<file path="src/rtl/dp_ram_arb_pkg.sv">
// Shared types and helpers for the port-B RAM arbiter and round-robin selectors.
// Latency: n/a (types, constants and a combinational helper only).
// Backpressure: n/a.
package dp_ram_arb_pkg;

    // RAM wrapper read data appears one cycle after the address is presented.
    localparam int RAM_RD_LATENCY = 1;
    // Widest requester vector the round-robin helper handles.
    localparam int MAX_REQ        = 8;
    // Word address width of the 512x32 RAM wrapper.
    localparam int RAM_AW         = 9;

    typedef struct packed {
        logic              we;
        logic [RAM_AW-1:0] addr;
        logic [31:0]       wdata;
        logic [3:0]        be;
    } ram_req_t;

    // Returns a one-hot pick of the first set req bit at or after ptr,
    // wrapping modulo n. Bits at index n and above are never set.
    function automatic logic [MAX_REQ-1:0] rr_pick(
        input logic [MAX_REQ-1:0] req,
        input logic [2:0]         ptr,
        input int                 n
    );
        logic [MAX_REQ-1:0] pick;
        logic               found;
        int                 idx;
        pick  = '0;
        found = 1'b0;
        for (int i = 0; i < MAX_REQ; i++) begin
            if (i < n && !found) begin
                idx = int'(ptr) + i;
                if (idx >= n) begin
                    idx = idx - n;
                end
                if (req[idx[2:0]]) begin
                    pick[idx[2:0]] = 1'b1;
                    found          = 1'b1;
                end
            end
        end
        return pick;
    endfunction

endpackage

</file>
<file path="src/rtl/dp_ram_portb_arbiter_rr_prio_pick.sv">
// Round-robin selector: first request at or after ptr, as one-hot grant plus index.
// Latency: purely combinational.
// Backpressure: none; the caller decides when the pointer moves.
module rr_prio_pick
    import dp_ram_arb_pkg::*;
#(
    parameter int N     = 2,
    parameter int IDX_W = 1
) (
    input  logic [N-1:0]     req_i,
    input  logic [IDX_W-1:0] ptr_i,
    output logic [N-1:0]     gnt_o,
    output logic [IDX_W-1:0] idx_o,
    output logic             any_o
);

    logic [MAX_REQ-1:0] pick;

    // Rotate-from-pointer priority search, then encode the winner.
    always_comb begin
        pick  = rr_pick(MAX_REQ'(req_i), 3'(ptr_i), N);
        gnt_o = pick[N-1:0];
        any_o = |pick;
        idx_o = '0;
        for (int i = 0; i < N; i++) begin
            if (pick[i]) begin
                idx_o = IDX_W'(i);
            end
        end
    end

endmodule

</file>
<file path="src/rtl/dp_ram_portb_arbiter.sv">
// Shares RAM port B among NUM_REQ masters: round-robin grant with burst lock, read data routed back by tag.
// Latency: grant same cycle as req; read data/rvalid one cycle after the read grant.
// Backpressure: a requester holds req and its fields until it sees gnt; losers simply wait.
module dp_ram_portb_arbiter
    import dp_ram_arb_pkg::*;
#(
    parameter int NUM_REQ    = 2,
    parameter int ADDR_WIDTH = 9
) (
    input  logic                                clk,
    input  logic                                rst,
    input  logic [NUM_REQ-1:0]                  req_i,
    input  logic [NUM_REQ-1:0]                  lock_i,
    input  logic [NUM_REQ-1:0]                  we_i,
    input  logic [NUM_REQ-1:0][ADDR_WIDTH-1:0]  addr_i,
    input  logic [NUM_REQ-1:0][31:0]            wdata_i,
    input  logic [NUM_REQ-1:0][3:0]             be_i,
    output logic [NUM_REQ-1:0]                  gnt_o,
    output logic [NUM_REQ-1:0]                  rvalid_o,
    output logic [31:0]                         rdata_o,
    output logic [ADDR_WIDTH-1:0]               ram_addr_o,
    output logic [31:0]                         ram_wdata_o,
    output logic                                ram_we_o,
    output logic [3:0]                          ram_be_o,
    input  logic [31:0]                         ram_rdata_i
);

    localparam int IDX_W = (NUM_REQ > 1) ? $clog2(NUM_REQ) : 1;

    logic [IDX_W-1:0]      ptr_q, ptr_d;
    logic                  lock_vld_q, lock_vld_d;
    logic [IDX_W-1:0]      lock_idx_q, lock_idx_d;
    logic                  rd_vld_q, rd_vld_d;
    logic [IDX_W-1:0]      rd_idx_q, rd_idx_d;
    logic [ADDR_WIDTH-1:0] ram_addr_q;
    logic [31:0]           ram_wdata_q;

    logic [IDX_W-1:0]      eff_ptr;
    logic                  lock_hold;
    logic [NUM_REQ-1:0]    pick_gnt;
    logic [IDX_W-1:0]      pick_idx;
    logic                  pick_any;
    logic [IDX_W-1:0]      gnt_idx;
    logic                  gnt_any;
    ram_req_t              sel;

    function automatic logic [IDX_W-1:0] idx_inc(input logic [IDX_W-1:0] i);
        return (int'(i) == NUM_REQ - 1) ? '0 : i + 1'b1;
    endfunction

    // The lock owner keeps the port only while both its req and lock stay high.
    // On the release cycle the search starts just past the owner, so the owner
    // cannot immediately win again over a waiting requester.
    assign lock_hold = lock_vld_q & req_i[lock_idx_q] & lock_i[lock_idx_q];
    assign eff_ptr   = lock_vld_q ? idx_inc(lock_idx_q) : ptr_q;

    rr_prio_pick #(
        .N     (NUM_REQ),
        .IDX_W (IDX_W)
    ) u_pick (
        .req_i (req_i),
        .ptr_i (eff_ptr),
        .gnt_o (pick_gnt),
        .idx_o (pick_idx),
        .any_o (pick_any)
    );

    // Grant selection and RAM request mux; idle cycles hold addr/wdata and drop we/be.
    always_comb begin
        gnt_o   = '0;
        gnt_idx = pick_idx;
        gnt_any = 1'b0;
        if (rst) begin
            gnt_any = 1'b0;
        end else if (lock_hold) begin
            gnt_o[lock_idx_q] = 1'b1;
            gnt_idx           = lock_idx_q;
            gnt_any           = 1'b1;
        end else begin
            gnt_o   = pick_gnt;
            gnt_idx = pick_idx;
            gnt_any = pick_any;
        end
        sel.we      = we_i[gnt_idx];
        sel.addr    = RAM_AW'(addr_i[gnt_idx]);
        sel.wdata   = wdata_i[gnt_idx];
        sel.be      = be_i[gnt_idx];
        ram_we_o    = gnt_any & sel.we;
        ram_be_o    = gnt_any ? sel.be : 4'b0000;
        ram_addr_o  = gnt_any ? ADDR_WIDTH'(sel.addr) : ram_addr_q;
        ram_wdata_o = gnt_any ? sel.wdata : ram_wdata_q;
    end

    // Pointer, lock-owner and read-tag next state.
    always_comb begin
        ptr_d      = eff_ptr;
        lock_vld_d = 1'b0;
        lock_idx_d = lock_idx_q;
        rd_vld_d   = gnt_any & ~sel.we;
        rd_idx_d   = gnt_idx;
        if (gnt_any) begin
            if (lock_i[gnt_idx]) begin
                lock_vld_d = 1'b1;
                lock_idx_d = gnt_idx;
                ptr_d      = ptr_q;
            end else begin
                ptr_d = idx_inc(gnt_idx);
            end
        end
    end

    // Read return: the tag from the grant cycle qualifies the RAM output one cycle later.
    always_comb begin
        rvalid_o = '0;
        if (rd_vld_q) begin
            rvalid_o[rd_idx_q] = 1'b1;
        end
    end

    assign rdata_o = ram_rdata_i;

    // State registers; reset drops any in-flight read tag.
    always_ff @(posedge clk or posedge rst) begin
        if (rst) begin
            ptr_q       <= '0;
            lock_vld_q  <= 1'b0;
            lock_idx_q  <= '0;
            rd_vld_q    <= 1'b0;
            rd_idx_q    <= '0;
            ram_addr_q  <= '0;
            ram_wdata_q <= '0;
        end else begin
            ptr_q       <= ptr_d;
            lock_vld_q  <= lock_vld_d;
            lock_idx_q  <= lock_idx_d;
            rd_vld_q    <= rd_vld_d;
            rd_idx_q    <= rd_idx_d;
            ram_addr_q  <= ram_addr_o;
            ram_wdata_q <= ram_wdata_o;
        end
    end

endmodule
</file>
<file path="config.mk">
export PLATFORM = sky130hd
export DESIGN_NAME = dp_ram_portb_arbiter
export DESIGN_NICKNAME = d
export VERILOG_FILES = /design/src/rtl/dp_ram_arb_pkg.sv /design/src/rtl/dp_ram_portb_arbiter_rr_prio_pick.sv /design/src/rtl/dp_ram_portb_arbiter.sv
export SDC_FILE = /design/constraint.sdc
export NUM_CORES = 1
export LEC_CHECK = 0
export ABC_AREA = 1
export CAP_MARGIN = 20
export CORE_MARGIN = 5
export CORE_UTILIZATION = 34
export CTS_CLUSTER_SIZE = 24
export DETAILED_ROUTE_END_ITERATION = 7
export PLACE_DENSITY = 0.9
export SLEW_MARGIN = 20
export SYNTH_ARGS = -nofsm -noshare
export SYNTH_HDL_FRONTEND = slang
export SYNTH_SLANG_ARGS = --single-unit
</file>
<file path="constraint.sdc">
create_clock -name clk -period 4.8 [get_ports clk]
set_clock_uncertainty 0.15 [all_clocks]
set_input_delay 0.96 -clock clk [delete_from_list [all_inputs] [get_ports clk]]
set_output_delay 0.96 -clock clk [all_outputs]
set_load 0.02 [all_outputs]
</file>
* Yosys cells after proc, flatten, opt, wreduce, memory -nomap -nowiden
Cells that the tools add are included.
** Word-level totals
- Bits in registers :: 46
- Input port bits :: 130
- Output and inout bits :: 82
- Logic and storage cells :: 87
** Operators by class
- $add $sub $neg :: 5
- $lt $le $gt $ge :: 11
- Equal/unequal tests :: 1
- Mux-type cells :: 51
- Bitwise operators :: 6
- Reductions and logical operators :: 6
** Operators with widths (number)
- $mux W32 :: 3
- $ge A32 B3 Y1 const B :: 1
- $mux W1 :: 27
- $mux W9 :: 3
- $mux W8 :: 3
- $mux W4 :: 3
- $mux W3 :: 3
- $lt A3 B4 Y1 const B :: 2
- $or A8 B8 Y8 :: 1
- $reduce_or A8 Y1 :: 1
- $bmux W1 S3 :: 2
- $demux W1 S3 :: 2
- $ge A3 B1 Y1 const B :: 2
- $lt A1 B2 Y1 const B :: 3
- $mux W2 :: 3
- $and A1 B1 Y1 :: 4
- $logic_and A1 B1 Y1 :: 4
- $sub A1 B2 Y3 const B :: 1
- $sub A3 B3 Y3 const B :: 1
- $add A1 B1 Y1 const B :: 2
- $add A1 B1 Y2 const B :: 1
- $demux W1 S1 :: 2
- $ge A1 B1 Y1 const B :: 2
- $ge A1 B2 Y1 const B :: 1
- other kinds (3) :: 3

* Logic depth before layout (Yosys ltp)
- Word-level depth :: 23
- Depth in mapped cells :: 14
- Gate-level depth less buffers :: 12

* Modules after synthesis
From an unflattened synthesis, not the netlist that was laid out.
** Second synthesis, totals
- Cells, all modules :: 409
- Area total of the unflattened synthesis :: 2777.7 µm²
** By module, submodules not included
- dp_ram_portb_arbiter :: instances 1, cells each 401, area each 2740.1 µm², sequential area each 1151.1 µm²
- rr_prio_pick :: instances 1, cells each 8, area each 37.5 µm², sequential area each 0.0 µm²

* Worst setup path after synthesis
No wires, ideal clock.
- Kind :: input port to output port
- Start point :: in rst
- End point :: out ram_be_o[0]
- Arrival :: 3.233 ns
- Data required time :: 3.690 ns
- Setup slack :: 0.457 ns
- Cell stages on the path :: 6
- Buffers on the path :: 1
- Path through :: inv_1 -> o21ai_1 -> inv_1 -> clkbuf_1 -> o21ai_1 -> nor2_1
** On the way
- Cells in the longest elaborated chain, start to end :: 4
- Elaborated cells between the ends (all ways) :: 5
- Classes of those cells :: 5 x mux
** Ends and longest elaborated chain
- start, declared :: line dp_ram_portb_arbiter.sv:11 : input logic rst,
- $mux W1 :: line dp_ram_portb_arbiter.sv:73 : if (rst) begin
- $mux W4 (implied by the code) (2 in a row) :: line dp_ram_portb_arbiter.sv:87 : sel.be = be_i[gnt_idx];
- $mux W4 (*) :: line dp_ram_portb_arbiter.sv:89 : ram_be_o = gnt_any ? sel.be : 4'b0000;
- end, declared :: line dp_ram_portb_arbiter.sv:24 : output logic [3:0] ram_be_o,
Mark *: on every way between the ends. The rest lies on a longest branch, timed or not. The select of a mux whose other input is x is not followed.

* Worst setup path after layout
- Start point :: in req_i[1]
- End point :: out ram_wdata_o[26]
** On the way
- Cells in the longest elaborated chain, start to end :: 12
- Elaborated cells between the ends (all ways) :: 22
- Classes of those cells :: 18 x mux; 3 x bitwise; 1 x reduce/logical
** Ends and longest elaborated chain
- start, declared :: line dp_ram_portb_arbiter.sv:12 : input logic [NUM_REQ-1:0] req_i,
- $bmux W1 S3 :: line dp_ram_arb_pkg.sv:38 : if (req[idx[2:0]]) begin
- $mux W1 (implied by the code) :: line dp_ram_arb_pkg.sv:38
- $mux W8 :: line dp_ram_arb_pkg.sv:38
- $or A8 B8 Y8 (no source line)
- $mux W8 :: line dp_ram_arb_pkg.sv:38
- $mux W8 :: line dp_ram_arb_pkg.sv:33 : if (i < n && !found) begin
- $mux W1 :: line dp_ram_portb_arbiter_rr_prio_pick.sv:26 : if (pick[i]) begin
- $mux W1 :: line dp_ram_portb_arbiter.sv:75 : end else if (lock_hold) begin
- $mux W1 :: line dp_ram_portb_arbiter.sv:73
- $mux W32 (implied by the code) (2 in a row) :: line dp_ram_portb_arbiter.sv:86 : sel.wdata = wdata_i[gnt_idx];
- $mux W32 (*) :: line dp_ram_portb_arbiter.sv:91 : ram_wdata_o = gnt_any ? sel.wdata : ram_wdata_q;
- end, declared :: line dp_ram_portb_arbiter.sv:22 : output logic [31:0] ram_wdata_o,
Marks and branches as above.

==> run metrics <==
unrepaired setup endpoints after global routing=no; deepest clock path buffer count=2; Seq cells post-synth=46; # H-tree levels=2; CTS tree=built; share of cells above drive strength 1=6.01%; Vias=2770; global-route wire length before repair=13100 µm; Setup TNS=0 ns; Peak Freq=224 MHz; row count=32; critical path class=input port to output pin; Hold WC Path Type=flop to flop; die span in y=99.5 µm; Routed WL per cell=12.9 µm; I/O pins=212; hold_buf cts=0; arrival time worst endpoint=3.35 ns; worst-path fanout max=28; vias in the first global route=2832; Resize count post-CTS=0; core area=0.00777 mm²; total power=1320 µW; clk slew on worst S/H paths=0.08 ns; PD cells=317 mW/mm²; # fillers=723; YS warnings=0; Die W=99.5 µm; CP Launch Type=input port; Req. time, crit path=3.69 ns; CP Capture Point=ram_wdata_o[26]; antenna diode count=0; root buffer cell=clkbuf_8; Final period util=93.0%; largest net degree at the start of global routing=50; Worst R2R Setup Slack=2.92 ns; total CTS buffers=5; final slew viol count=0; cells after synthesis=405; sequential cell area=0.00115 mm²; area of the multi-input gates=0.00117 mm²; Tmin final=4.46 ns; VDD IR max=0.124 mV; Critical Path Sink Type=output pin; slew margin rel.=60.9%; GRT overflow=0; initial antenna violation count=0; area of the die=0.00990 mm²; Final GP Congestion=0.900; Initial Util=35.1%; worst r2r src=lock_vld_q$_DFF_PP0_; drt pass-1 iters=4; Iteration-0 DRC Markers=77; # DRC=0; Port-buffer cells=147; post-synthesis average cell area=6.72 µm²; CP startpoint=req_i[1]; Worst-Margin Slew=0.586 ns; Vias/cell=4.48; Reg-to-Reg End=ram_wdata_q[26]$_DFF_PP0_; Layout area overhead=52.9%; r2r worst-path depth=12; Final HPWL DP=6170 µm; Final ANT Viol Nets=0; Post-Syn Area=0.00272 mm²; Post-Route WL=7990 µm; P_leak=0.00213 µW; synth unique cells=18; TritonCTS Sinks=46; endpoints failing setup=0; Final Hold Fails=0; Final nets=645; setup bufs post-CTS=0; Max-Cap Viols=0; syn_nets=535; GR Util All Layers=16.1%; Clk Latency, worst-skew pair=0.28 ns; register area share after synthesis=42.3%; run status=finished clean
cell type report:
type / instances / share of cell area [%]
repair buffers: 154 / 37.2
multi-input cells: 293 / 28.1
flip-flops and latches: 46 / 27.7
well taps: 102 / 3.07
clock buffers: 8 / 2.65
inverters: 15 / 1.35
routing by layer:
layer / part of all wire (%) / wire length [µm] / up-vias / track usage, %
li1: - / - / 1393 / -
met1: 38 / 3020 / 1237 / 17.0
met2: 49 / 3940 / 114 / 29.0
met3: 9.2 / 734 / 26 / 5.54
met4: 3.6 / 286 / 0 / 7.04
met5: 0 / 0 / - / 0
critical path, stage by stage:
cell             delay [ns]
clkdlybuf4s50_1        0.52
nand2_1                0.13
nor2_2                 0.04
nor2_1                 0.10
nand2_1                0.09
nand3_2                0.09
nand2_2                0.08
inv_2                  0.06
buf_4                  0.28
nand2_1                0.08
nand2_1                0.12
nand2_1                0.06
nand2_1                0.10
clkdlybuf4s50_1        0.61
report_power, final:
part | internal, µW | switching (µW) | total [µW]
clock network | 145 | 121 | 267
registers | 457 | 21.4 | 478
logic | 267 | 309 | 576
total | 869 | 452 | 1320
synth_stat cells (all sizes together):
master	count	area share, %
a21oi	1	0.18
and2	1	0.23
buf	46	12
clkbuf	5	0.69
dfrtp	46	42
inv	15	2.1
nand2	264	37
nand3	7	1.5
nand4	1	0.23
nor2	13	1.9
o21ai	6	1.1
per-stage QoR:
| step | hold slack [ns] | std cells | setup slack, ns | instance area (µm²) | utilization [%] |
|---|---|---|---|---|---|
| CTS | 0.331 | 618 | 0.356 | 4160 | 53.6 |
| finish | 0.327 | 618 | 0.337 | 4160 | 53.6 |
| floorplan | 0.313 | 405 | 0.457 | 2720 | - |
| detailed placement | 0.311 | 610 | 0.354 | 4050 | 52.2 |
| global placement | 0.307 | 610 | 0.451 | 4050 | 52.2 |
| global route | 0.345 | 618 | 0.148 | 4160 | 53.6 |
how the worst min path moves through the flow:
| stage | from | to | cells after the start |
|---|---|---|---|
| after floorplan | lock_idx_q$_DFFE_PP0P_ | lock_idx_q$_DFFE_PP0P_ | 2 |
| after global placement | ram_wdata_q[23]$_DFF_PP0_ | ram_wdata_q[23]$_DFF_PP0_ | 2 |
| after detailed placement | ram_wdata_q[17]$_DFF_PP0_ | ram_wdata_q[17]$_DFF_PP0_ | 2 |
| after CTS | ram_wdata_q[25]$_DFF_PP0_ | ram_wdata_q[25]$_DFF_PP0_ | 2 |
| after global routing | ram_wdata_q[25]$_DFF_PP0_ | ram_wdata_q[25]$_DFF_PP0_ | 2 |
| final | ram_wdata_q[30]$_DFF_PP0_ | ram_wdata_q[30]$_DFF_PP0_ | 2 |
placed cells by master, fill, tap and decap left out, types with 2 or more instances in the layout:
master	instances
nand2_1	253
clkdlybuf4s50_1	147
dfrtp_1	46
inv_1	13
nor2_1	12
nand2_2	11
clkbuf_8	8
nand3_1	6
o21ai_1	5
buf_4	5
inv_2	2
buf_12	2
cells by family (layout without fill, tap and decap cells):
kind of cell           Yosys count  after routing  share of synthesized area (%)
AO/OA/AOI/OAI                    7              7                           1.29
buffers and inverters           66            177                           15.2
flip-flops                      46             46                           42.3
AND/OR/NAND/NOR                286            286                           41.2
sequential cells by signal, summed over array words and instances (netlist names):
| name | flops |
|---|---|
| ram_wdata_q | 32 |
| ram_addr_q | 9 |
| lock_idx_q | 1 |
| lock_vld_q | 1 |
| ptr_q | 1 |
| rd_idx_q | 1 |
| rd_vld_q | 1 |
Note: power is estimated with default switching activity, not from simulation.
